### config.mk
export PLATFORM = sky130hd
export DESIGN_NAME = divn_tick_sched
export DESIGN_NICKNAME = d
export VERILOG_FILES = /design/src/rtl/divn_tick_sched.sv
export SDC_FILE = /design/constraint.sdc
export NUM_CORES = 1
export LEC_CHECK = 0
export ABC_AREA = 1
export CELL_PAD_IN_SITES_DETAIL_PLACEMENT = 1
export CELL_PAD_IN_SITES_GLOBAL_PLACEMENT = 1
export CORE_MARGIN = 2
export CORE_UTILIZATION = 37
export DETAILED_ROUTE_END_ITERATION = 6
export GPL_TIMING_DRIVEN = 0
export PLACE_DENSITY_LB_ADDON = 0.1
export SKIP_CTS_REPAIR_TIMING = 1
export SLEW_MARGIN = 20
export SYNTH_ARGS = -nofsm -noshare
export SYNTH_HDL_FRONTEND = slang
export SYNTH_SLANG_ARGS = --single-unit
### constraint.sdc
create_clock -name clk -period 1.9 [get_ports clk]
set_input_delay 0.38 -clock clk [delete_from_list [all_inputs] [get_ports clk]]
set_output_delay 0.38 -clock clk [all_outputs]
set_load 0.005 [all_outputs]
### src/rtl/divn_tick_sched.sv
// divn_tick_sched: programmable divide-by-N tick engine whose periodic tick
// is shared among NREQ requesters by round-robin arbitration. Divisor
// updates arrive over a valid/ready port and only take effect on a tick
// boundary (or directly while idle), so the tick period never glitches.
module divn_tick_sched #(
    parameter int NREQ    = 4,
    parameter int DIVW    = 4,
    parameter int DIV_RST = 3
) (
    input  logic            clk,
    input  logic            reset,
    input  logic            i_en,
    input  logic            i_cfg_valid,
    input  logic [DIVW-1:0] i_cfg_div,
    output logic            o_cfg_ready,
    input  logic [NREQ-1:0] i_req,
    output logic [NREQ-1:0] o_gnt,
    output logic            o_tick,
    output logic            o_idle_tick,
    output logic            o_busy
);

    localparam int PTRW = (NREQ > 1) ? $clog2(NREQ) : 1;

    localparam logic [0:0] ST_IDLE = 1'b0;
    localparam logic [0:0] ST_RUN  = 1'b1;

    logic [0:0]      r_state;
    logic [DIVW-1:0] r_cnt;
    logic [DIVW-1:0] r_div;
    logic [DIVW-1:0] r_pend;
    logic            r_pend_v;
    logic [PTRW-1:0] r_rr_ptr;

    logic [DIVW-1:0] w_div_last;
    logic            w_run;
    logic            w_tick;
    logic            w_accept;
    logic            w_found;
    logic [PTRW-1:0] w_gidx;
    logic [PTRW-1:0] w_idx;

    // Terminal count: a stored divisor of 0 behaves like 1.
    assign w_div_last = (r_div == '0) ? '0 : r_div - DIVW'(1);
    assign w_run      = (r_state == ST_RUN);
    assign w_tick     = w_run && (r_cnt == w_div_last);
    assign w_accept   = i_cfg_valid && !r_pend_v;

    assign o_cfg_ready = !r_pend_v;
    assign o_tick      = w_tick;
    assign o_busy      = w_run;
    assign o_gnt       = (w_tick && w_found) ? (NREQ'(1) << w_gidx) : '0;
    assign o_idle_tick = w_tick && !w_found;

    // Round-robin search: first set request strictly after the last grant.
    always_comb begin
        // NOTE: every variable written here gets a default first, otherwise
        // paths that skip an assignment infer a latch.
        w_found = 1'b0;
        w_gidx  = '0;
        w_idx   = '0;
        for (int k = 1; k <= NREQ; k++) begin
            w_idx = PTRW'((int'(r_rr_ptr) + k) % NREQ);
            if (!w_found && i_req[w_idx]) begin
                w_found = 1'b1;
                w_gidx  = w_idx;
            end
        end
    end

    // State, counter, divisor staging and round-robin pointer.
    always_ff @(posedge clk) begin
        // NOTE: state registers use non-blocking assignments so every flop
        // samples the pre-edge values, independent of statement order.
        if (reset) begin
            r_state  <= ST_IDLE;
            r_cnt    <= '0;
            r_div    <= DIVW'(DIV_RST);
            r_pend   <= '0;
            r_pend_v <= 1'b0;
            r_rr_ptr <= PTRW'(NREQ - 1);
        end else begin
            case (r_state)
                ST_IDLE: begin
                    r_cnt <= '0;
                    if (w_accept) begin
                        r_div <= i_cfg_div;
                    end
                    if (i_en) begin
                        r_state <= ST_RUN;
                    end
                end
                default: begin
                    if (w_tick) begin
                        r_cnt <= '0;
                        if (w_found) begin
                            r_rr_ptr <= w_gidx;
                        end
                    end else begin
                        r_cnt <= r_cnt + DIVW'(1);
                    end

                    // A staged divisor lands at the tick edge; one accepted
                    // during this tick waits for the following tick.
                    if (w_tick && r_pend_v) begin
                        r_div    <= r_pend;
                        r_pend_v <= 1'b0;
                    end
                    if (w_accept) begin
                        r_pend   <= i_cfg_div;
                        r_pend_v <= 1'b1;
                    end

                    // Leaving RUN: nothing stays staged, the divisor is
                    // applied on entry to IDLE.
                    if (!i_en) begin
                        r_state <= ST_IDLE;
                        r_cnt   <= '0;
                        if (w_accept) begin
                            r_div    <= i_cfg_div;
                            r_pend_v <= 1'b0;
                        end else if (r_pend_v) begin
                            r_div    <= r_pend;
                            r_pend_v <= 1'b0;
                        end
                    end
                end
            endcase
        end
    end

endmodule

==> results.sh, run 1 <==
export IMPL_status="finished with violations"
export IMPL_violations="setup timing"
export IMPL_ys_top_cells_by_area="dfxtp_1, nand2_1, nand3_1"
export IMPL_grt_setup_unrepaired="yes"
export IMPL_crit_type="register to output pin"
export IMPL_hold_path_class="register to register"
export IMPL_drive_gt1_frac=0.3632
export IMPL_power_leakage_nw=0.8830
export IMPL_synth_top_area_cell="dfxtp_1"
export IMPL_hpwl_um=2697
export IMPL_syn_to_final_growth_pct=43.31
export IMPL_cts_buffer_depth=2
export IMPL_dp_cells=262
export IMPL_routabilityCongestion=0.8298
export IMPL_synthSimpleGateAreaFrac=0.4862
export IMPL_tightest_slew_ps=560.6
export IMPL_fp_row_count=21
export IMPL_ant_nets=0
export IMPL_syn_area_sq_mm=0.001271
export IMPL_die_w_um=62.62
export IMPL_synth_edff_count=0
export IMPL_h_tree_depth=1
export IMPL_synth_top_area_share=0.2520
export IMPL_synth_cell_type_count=31
export IMPL_numCtsBuffers=3
export IMPL_wl_per_cell_um=14.49
export IMPL_synthMuxAreaShare=0
export IMPL_ys_ff_latch=16
export IMPL_slew_headroom=0.6249
export IMPL_routed_wl_um=4056
export IMPL_insertedDiodeCount=0
export IMPL_place_ws_ps=-823.6
export IMPL_fin_crit_ps=2321
export IMPL_slew_viol_final=0
export IMPL_grt_pass1_wl_um=6030
export IMPL_clkLatencyLatePin_ps=300
export IMPL_critPathMaxFanout=5
export IMPL_grt_pass1_vias=1391
export IMPL_drv_cap=0
export IMPL_nNetsFinal=248
export IMPL_io_pins=20
export IMPL_grt_max_degree=11
export IMPL_synth_warnings=0
export IMPL_cts_tree="done"
export IMPL_nFillCells=454
export IMPL_synth_ff_type="dfxtp_1"
export IMPL_drc=0
export IMPL_cts_root_buf="clkbuf_4"
export IMPL_layoutNonFillerInstCount=280
export IMPL_vias_per_cell=4.971
export IMPL_seqCellArea_sq_um=334.1
export IMPL_drt_initial_drc_count=35
export IMPL_synth_nets=210
export IMPL_synth_top_family_by_area="simple AND/OR/NAND/NOR gates"
export IMPL_worstPathRequired_ps=1520
export IMPL_worstPathArrival_ps=1940
export IMPL_overflow=0
export IMPL_track_usage=0.1895
export IMPL_post_route_period_util=1.221
export IMPL_place_area_sq_mm=0.001519
export IMPL_synth_compound_area_frac=0.1053
export IMPL_core_area_sq_mm=0.003311
export IMPL_asyncSetResetFlopFracSynth=0
export IMPL_tns_ps=-1694
export IMPL_fp_dieH_um=62.62
export IMPL_vdd_ir_drop_max_mv=0.3008
export IMPL_design_area_sq_mm=0.001822
export IMPL_antenna_found_initial=0
export IMPL_clock_sinks=16
export IMPL_cp_start_kind="register"
export IMPL_setup_viol=5
export IMPL_yosysSeqAreaShare=0.2520
export IMPL_synthAdderAreaFrac=0.009843
export IMPL_finalWorstSetupSlack_ps=-420.8
export IMPL_endpoint_kind="output pin"
export IMPL_finClkSkew_ps=15.22
export IMPL_fmax_ghz=0.4309
export IMPL_numPortBuffers=19
export IMPL_multiInputGateArea_sq_um=933.4
export IMPL_clk_pin_slew_ps=100
export IMPL_pwr_density_cell_mw_per_mm2=562.6
export IMPL_hold_viol=0
export IMPL_avgSynthCellArea_sq_um=6.453
export IMPL_die_area_sq_mm=0.003921
export IMPL_initial_core_util=0.3840
export IMPL_synth_cells=197
export IMPL_synth_xor_area_frac=0.03543
export IMPL_firstDrtPassIters=4
export IMPL_num_vias=1392
through the flow:
step | utilization | total power [mW] | hold WS, ps
3_5_place_dp | 0.4588 | 0.6808 | 457.4
2_1_floorplan | - | 0.5940 | 434.7
4_1_cts | 0.4698 | 0.9183 | 472.0
6_report | 0.5503 | 1.025 | 471.1
5_1_grt | 0.5503 | 1.081 | 493.1
3_3_place_gp | 0.4588 | 0.6650 | 453.6
kinds of logic after synthesis:
logic type / Yosys count
buffers and inverters: 31
XOR/XNOR: 3
AO/OA/AOI/OAI: 20
AND/OR/NAND/NOR: 126
adder cells (fa/ha/maj): 1
flip-flops: 16
per-layer routing:
metal / vias up / GRT usage / wire (um) / part of all wire
met1: 670 / 0.2162 / 1651 / 0.41
met2: 19 / 0.3548 / 2254 / 0.56
met5: - / 0 / 0 / 0
met3: 8 / 0.03063 / 79 / 0.019
met4: 0 / 0.06389 / 71 / 0.018
li1: 695 / - / - / -
cell usage after synthesis (2+ instances only):
| cell type | instances |
|---|---|
| nand2_1 | 54 |
| nand3_1 | 25 |
| nor2_1 | 24 |
| inv_1 | 17 |
| dfxtp_1 | 16 |
| nand2_2 | 10 |
| a21oi_1 | 7 |
| inv_2 | 7 |
| o21ai_2 | 5 |
| nand2_4 | 4 |
| o21ai_1 | 3 |
| buf_2 | 2 |
| buf_6 | 2 |
| clkinv_2 | 2 |
| nand3_2 | 2 |
| nor2_4 | 2 |
cell usage in the layout (no fill, tap or decap), drive strengths merged:
cell           Yosys  routed
nand2             68      68
nor2              28      28
nand3             27      27
inv               25      26
buf                4      22
dfxtp             16      16
clkdlybuf4s50      0       9
o21ai              9       9
a21oi              7       7
dlymetal6s2s       0       5
clkbuf             0       5
xnor2              2       2
o21a               2       2
clkinv             2       1
o211ai             1       1
nand4              1       1
nand3b             1       1
nor3               1       1
xor2               1       1
a31oi              1       1
ha                 1       1
power breakdown:
part	total (mW)	switching (mW)	leakage (nW)	internal, mW
Sequential	0.372	0.0200	0.132	0.352
Combinational	0.412	0.239	0.730	0.173
Clock	0.240	0.124	0.0210	0.117
Total	1.02	0.383	0.883	0.642
worst max-delay path, cell delays in order (launching register included):
cell and delay [ps]:
dfxtp_4 370, buf_8 140, nand2_1 120, o21ai_4 90, o21ai_4 250, nor2_4 90
nand4_1 130, nand3_2 130, nor3_2 180, buf_2 140
area by class of cell:
class,count,area share
Buffer,4,0.01992
Timing Repair Buffer,33,0.1683
Sequential cell,16,0.1834
Inverter,27,0.06456
Tap cell,46,0.03159
Multi-Input combinational cell,150,0.5124
Clock buffer,4,0.01992
worst paths after layout:
check                           start                     end  slack, ps  cells after the start
min reg2reg    r_pend[1]$_SDFFE_PP0P_  r_pend[1]$_SDFFE_PP0P_        470                      2
max          r_rr_ptr[0]$_SDFFE_PP1P_                o_gnt[0]       -420                      9
max reg2reg                  register                register        260                     11
min            r_pend[1]$_SDFFE_PP0P_  r_pend[1]$_SDFFE_PP0P_        470                      2
Note: power is estimated with default switching activity, not from simulation.
==> inputs of run 2 (changes only) <==
Settings changed: ABC_AREA 1 to default, CORE_UTILIZATION 37 to 36, SETUP_SLACK_MARGIN from default to 0.5.
==> results.sh, run 2 <==
export IMPL_status="finished with violations"
export IMPL_violations="setup timing"
export IMPL_synth_top_area_cell="dfxtp_1"
export IMPL_clkPwrFrac=0.297
export IMPL_fmax_ghz=0.3440
export IMPL_ys_top_cells_by_area="dfxtp_1, nor2_1, a21oi_1"
export IMPL_clkLatencyLatePin_ps=300
export IMPL_min_from="reset"
export IMPL_synth_cells=121
export IMPL_numCtsBuffers=3
export IMPL_whs_endpoint="r_pend[1]$_SDFFE_PP0P_"
export IMPL_synth_common_cells="dfxtp_1, nor2_1, a21oi_1, nand2_1, o21ai_0"
export IMPL_wl_per_cell_um=15.56
export IMPL_finalWorstSetupSlack_ps=-1007
export IMPL_synth_top_family_by_area="simple AND/OR/NAND/NOR gates"
export IMPL_initial_core_util=0.3818
export IMPL_syn_area_sq_um=945.9
export IMPL_firstDrtPassIters=4
export IMPL_p_comb_frac=0.234
export IMPL_place_ws_ps=-997.5
export IMPL_synth_ff_type="dfxtp_1"
export IMPL_cts_buffer_depth=2
export IMPL_regToRegSetupSlack_ps=-540
export IMPL_vdd_ir_drop_max_mv=0.2933
export IMPL_final_common_cell="nor2_1"
export IMPL_h_tree_depth=1
export IMPL_crit_type="register to output pin"
export IMPL_drc=0
export IMPL_worstPathArrival_ps=2530
export IMPL_swShare=0.2977
export IMPL_grt_setup_unrepaired="yes"
export IMPL_drt_initial_drc_count=24
export IMPL_reg2reg_from="r_cnt[2]$_SDFF_PP0_"
export IMPL_nNetsFinal=168
export IMPL_syn_to_final_growth_pct=45.37
export IMPL_synth_xor_area_frac=0.03704
export IMPL_critPathMaxFanout=7
export IMPL_core_area_sq_mm=0.002477
export IMPL_min_path_cells=2
export IMPL_worstPathRequired_ps=1520
export IMPL_asyncSetResetFlopFracSynth=0
export IMPL_synth_top_area_share=0.3386
export IMPL_insertedDiodeCount=0
export IMPL_synth_edff_count=0
export IMPL_finClkSkew_ps=16.24
export IMPL_ant_nets=0
export IMPL_cp_start_kind="register"
export IMPL_grt_pass1_wl_um=4533
export IMPL_hpwl_um=1906
export IMPL_yosysSeqAreaShare=0.3386
export IMPL_fp_dieH_um=55.26
export IMPL_num_vias=1002
export IMPL_drv_cap=0
export IMPL_tightest_slew_ps=850.1
export IMPL_endpoint_kind="output pin"
export IMPL_post_route_period_util=1.530
export IMPL_avgSynthCellArea_sq_um=7.817
export IMPL_synthMuxAreaShare=0.06481
export IMPL_hold_viol=0
export IMPL_cts_root_buf="clkbuf_4"
export IMPL_crit_buf_inv=2
export IMPL_synth_nets=134
export IMPL_slowest_stage="or3_4"
export IMPL_power_share_sequential=0.469
export IMPL_overflow=0
export IMPL_synth_compound_area_frac=0.2288
export IMPL_routed_wl_um=2863
export IMPL_vias_per_cell=5.446
export IMPL_die_area_sq_mm=0.003054
export IMPL_path_cells="or2_2 > a21oi_2 > mux2_4 > a211o_4 > buf_6 > or3_4 > nor2b_2 > buf_2"
export IMPL_track_usage=0.1800
export IMPL_synth_cell_type_count=37
export IMPL_fin_crit_ps=2907
export IMPL_grt_max_degree=11
export IMPL_p_int_mw=0.5671
export IMPL_io_pins=20
export IMPL_clk_pin_slew_ps=120
export IMPL_power_leakage_nw=0.6025
export IMPL_slew_headroom=0.4186
export IMPL_ys_ff_latch=16
export IMPL_drive_gt1_frac=0.3052
export IMPL_p_switching_mw=0.2404
export IMPL_grt_pass1_vias=1001
export IMPL_final_util=0.5551
export IMPL_tns_ps=-8105
export IMPL_synthAdderAreaFrac=0.01323
export IMPL_worstRegToRegCells=8
export IMPL_die_w_um=55.26
export IMPL_antenna_found_initial=0
export IMPL_path_delay_family="simple AND/OR/NAND/NOR gates"
export IMPL_synth_warnings=0
export IMPL_synthSimpleGateAreaFrac=0.2698
export IMPL_setup_viol=17
export IMPL_cts_tree="done"
export IMPL_numPortBuffers=18
export IMPL_most_common_layout_cells="nor2_1, nand2_1, dfxtp_1, clkdlybuf4s50_1"
export IMPL_routabilityCongestion=0.7257
export IMPL_cpPeakStageDelay_ps=400
export IMPL_fp_row_count=18
export IMPL_hold_path_class="input port to register"
export IMPL_slew_viol_final=0
export IMPL_yosysMostFrequentCell="dfxtp_1"
export IMPL_pwr_density_cell_mw_per_mm2=587.2
export IMPL_clock_sinks=16
[run 2: cell count changes after synthesis, moves of 4 or more]
cell / before / now
mux2i_1: 0 / 5
inv_1: 17 / 7
nand2_4: 4 / 0
nand2_2: 10 / 0
nor2_1: 24 / 14
inv_2: 7 / 0
o21ai_0: 1 / 8
nand3_1: 25 / 6
nand2_1: 54 / 10
o21ai_2: 5 / 0
[run 2: stage by stage]
stage                     hold slack (ps)  total power [mW]  cells  area (sq um)
after floorplan                     440.1            0.4742    121         960.9
after global placement              458.3            0.5313    169          1179
after detailed placement            476.2            0.5383    169          1179
after CTS                           467.7            0.7797    173          1215
after global routing                488.7            0.8552    184          1375
final                               476.9            0.8075    184          1375
[run 2: worst max path at each step]
stage	start	endpoint	slack [ps]	cells past startpoint
3_5_place_dp	register	o_gnt[3]	-1000	7
5_1_grt	r_cnt[2]$_SDFF_PP0_	o_gnt[3]	-1110	9
6_report	register	o_gnt[3]	-1010	8
2_1_floorplan	r_cnt[2]$_SDFF_PP0_	o_gnt[3]	-370	7
4_1_cts	register	o_gnt[3]	-1360	7
3_3_place_gp	register	o_gnt[3]	-940	7
[run 2: final cells by class]
class                           instances  area (sq um)
Tap cell                               30         37.54
Buffer                                  3         18.77
Fill cell                             306          1102
Clock buffer                            4         36.28
Multi-Input combinational cell         95         661.9
Sequential cell                        16         332.8
Timing Repair Buffer                   29         257.7
Inverter                                7         30.03
[run 2: power groups by stage]
stage	registers, mW	clock network, mW	logic (mW)
final	0.379	0.239	0.189
after global routing	0.383	0.262	0.210
after CTS	0.376	0.246	0.157
after detailed placement	0.383	0	0.155
after global placement	0.382	0	0.150
after floorplan	0.376	0	0.0983
[run 2: layer usage]
layer  up-vias  routed length [um]  GRT usage
li1        494                   -          -
met3         6                  81    0.02342
met1       486                1288     0.2370
met4         0                  59    0.06272
met2        16                1434     0.3010
met5         -                   0          0
[run 2: cell families after synthesis]
| logic type | Yosys count |
|---|---|
| multiplexers | 6 |
| XOR/XNOR | 4 |
| AND/OR/NAND/NOR | 49 |
| AO/OA/AOI/OAI | 35 |
| adder cells (fa/ha/maj) | 1 |
| flip-flops | 16 |
| buffers and inverters | 10 |
[run 2: worst register-to-register path, cell delays in order, from the launching register on]
cell       delay, ps
dfxtp_2          330
buf_6            120
or4b_4           480
o21ai_2           80
a31oi_2          120
buf_4            140
a2111oi_0        770
o31ai_1          220
a21oi_1          150
==> inputs of run 3 (changes only) <==
Settings changed: CTS_CLUSTER_SIZE from default to 40, SLEW_MARGIN 20 to 30, TNS_END_PERCENT from default to 10.
==> results.sh, run 3 (same netlist as run 2, synthesis figures left out) <==
export IMPL_die_w_um=55.26
export IMPL_post_route_period_util=1.555
export IMPL_clock_sinks=16
export IMPL_fin_crit_ps=2954
export IMPL_vdd_ir_drop_max_mv=0.3393
export IMPL_grt_setup_unrepaired="yes"
export IMPL_hold_viol=0
export IMPL_status="finished with violations"
export IMPL_fp_row_count=18
export IMPL_drv_cap=0
export IMPL_grt_pass1_wl_um=4278
export IMPL_routed_wl_um=2508
export IMPL_fmax_ghz=0.3385
export IMPL_power_leakage_nw=0.5280
export IMPL_ant_nets=0
export IMPL_numPortBuffers=18
export IMPL_vias_per_cell=5.388
export IMPL_syn_to_final_growth_pct=35.58
export IMPL_worstPathRequired_ps=1520
export IMPL_slew_viol_final=0
export IMPL_final_common_cell="nor2_1"
export IMPL_crit_type="register to output pin"
export IMPL_tightest_slew_ps=642.2
export IMPL_num_vias=959
export IMPL_core_area_sq_mm=0.002477
export IMPL_insertedDiodeCount=0
export IMPL_clkPwrFrac=0.289
export IMPL_nNetsFinal=162
export IMPL_place_ws_ps=-979.8
export IMPL_nFillCells=306
export IMPL_slew_headroom=0.5608
export IMPL_clk_pin_slew_ps=100
export IMPL_power_share_sequential=0.488
export IMPL_grt_pass1_vias=946
export IMPL_finalWorstSetupSlack_ps=-1054
export IMPL_cts_root_buf="clkbuf_4"
export IMPL_fp_dieH_um=55.26
export IMPL_antenna_found_initial=0
export IMPL_track_usage=0.1715
export IMPL_critPathMaxFanout=7
export IMPL_most_common_layout_cells="nor2_1, dfxtp_1, clkdlybuf4s50_1, nand2_1, a21oi_1"
export IMPL_path_cells="or2_2 > a21oi_2 > mux2_4 > a211o_4 > buf_6 > or3_4 > nor2b_2 > buf_2"
export IMPL_violations="setup timing"
export IMPL_overflow=0
export IMPL_initial_core_util=0.3818
export IMPL_clkLatencyLatePin_ps=290
export IMPL_firstDrtPassIters=4
export IMPL_numCtsBuffers=3
export IMPL_routabilityCongestion=0.7256
export IMPL_finClkSkew_ps=13.95
export IMPL_h_tree_depth=1
export IMPL_cpPeakStageDelay_ps=400
export IMPL_die_area_sq_mm=0.003054
export IMPL_multiInputGateArea_sq_um=629.4
export IMPL_grt_max_degree=11
export IMPL_drive_gt1_frac=0.2568
export IMPL_p_switching_mw=0.2175
export IMPL_hold_ws_ps=488.1
export IMPL_swShare=0.2801
export IMPL_setup_viol=16
export IMPL_endpoint_kind="output pin"
export IMPL_drt_initial_drc_count=26
export IMPL_p_comb_frac=0.223
export IMPL_cp_start_kind="register"
export IMPL_pwr_density_cell_mw_per_mm2=605.6
export IMPL_cts_tree="done"
export IMPL_hpwl_um=1878
export IMPL_drc=0
export IMPL_wl_per_cell_um=14.09
export IMPL_slowest_stage="or3_4"
export IMPL_seqCellArea_sq_um=326.6
export IMPL_cts_buffer_depth=2
export IMPL_hold_path_class="input port to register"
export IMPL_worstPathArrival_ps=2570
export IMPL_p_int_mw=0.5591
export IMPL_io_pins=20
## run 3: critical path, delay by kind of cell, from the launching register on
| family | cells | cell delay, ps |
|---|---|---|
| buffers and inverters | 2 | 240 |
| muxes | 1 | 320 |
| and+or+nand+nor | 3 | 850 |
| DFF | 1 | 380 |
| AOI/OAI and AO/OA | 2 | 500 |
## run 3: final cells by class
cell class | count | share of cell area
multi-input cells | 95 | 0.4907
flip-flops and latches | 16 | 0.2546
repair buffers | 23 | 0.1590
well taps | 30 | 0.02927
clock buffers | 4 | 0.02829
inverters | 7 | 0.02341
plain buffers | 3 | 0.01463
## run 3: worst paths after layout
| check | to | slack [ps] | cells after the start | startpoint |
|---|---|---|---|---|
| worst max-delay path | o_gnt[3] | -1050 | 8 | register |
| worst max register to register | register | -350 | 8 | r_cnt[2]$_SDFF_PP0_ |
| worst min register to register | r_cnt[0]$_SDFF_PP0_ | 510 | 1 | r_cnt[0]$_SDFF_PP0_ |
| worst min-delay path | r_pend[1]$_SDFFE_PP0P_ | 490 | 2 | reset |
## run 3: per-stage QoR
| step | total power [mW] | util | TNS, ps | cell area [sq um] | cells |
|---|---|---|---|---|---|
| 3_5_place_dp | 0.5379 | 0.4758 | -7086 | 1179 | 169 |
| 6_report | 0.7767 | 0.5177 | -6661 | 1282 | 178 |
| 3_3_place_gp | 0.5313 | 0.4758 | -6502 | 1179 | 169 |
| 4_1_cts | 0.7656 | 0.4904 | -9179 | 1215 | 173 |
| 5_1_grt | 0.8255 | 0.5177 | -7917 | 1282 | 178 |
| 2_1_floorplan | 0.4742 | - | -1246 | 960.9 | 121 |
## run 3: layer usage
| metal | routed length [um] | GRT usage | vias up |
|---|---|---|---|
| met3 | 76 | 0.02810 | 2 |
| li1 | - | - | 486 |
| met5 | 0 | 0 | - |
| met2 | 1224 | 0.2772 | 14 |
| met4 | 13 | 0.06272 | 0 |
| met1 | 1193 | 0.2291 | 457 |
## run 3: power by group through the flow
stage | Clock (mW) | Combinational, mW | Sequential [mW]
final | 0.225 | 0.173 | 0.379
after global routing | 0.249 | 0.194 | 0.383
after CTS | 0.234 | 0.156 | 0.375
after detailed placement | 0 | 0.155 | 0.383
after global placement | 0 | 0.150 | 0.382
after floorplan | 0 | 0.0983 | 0.376
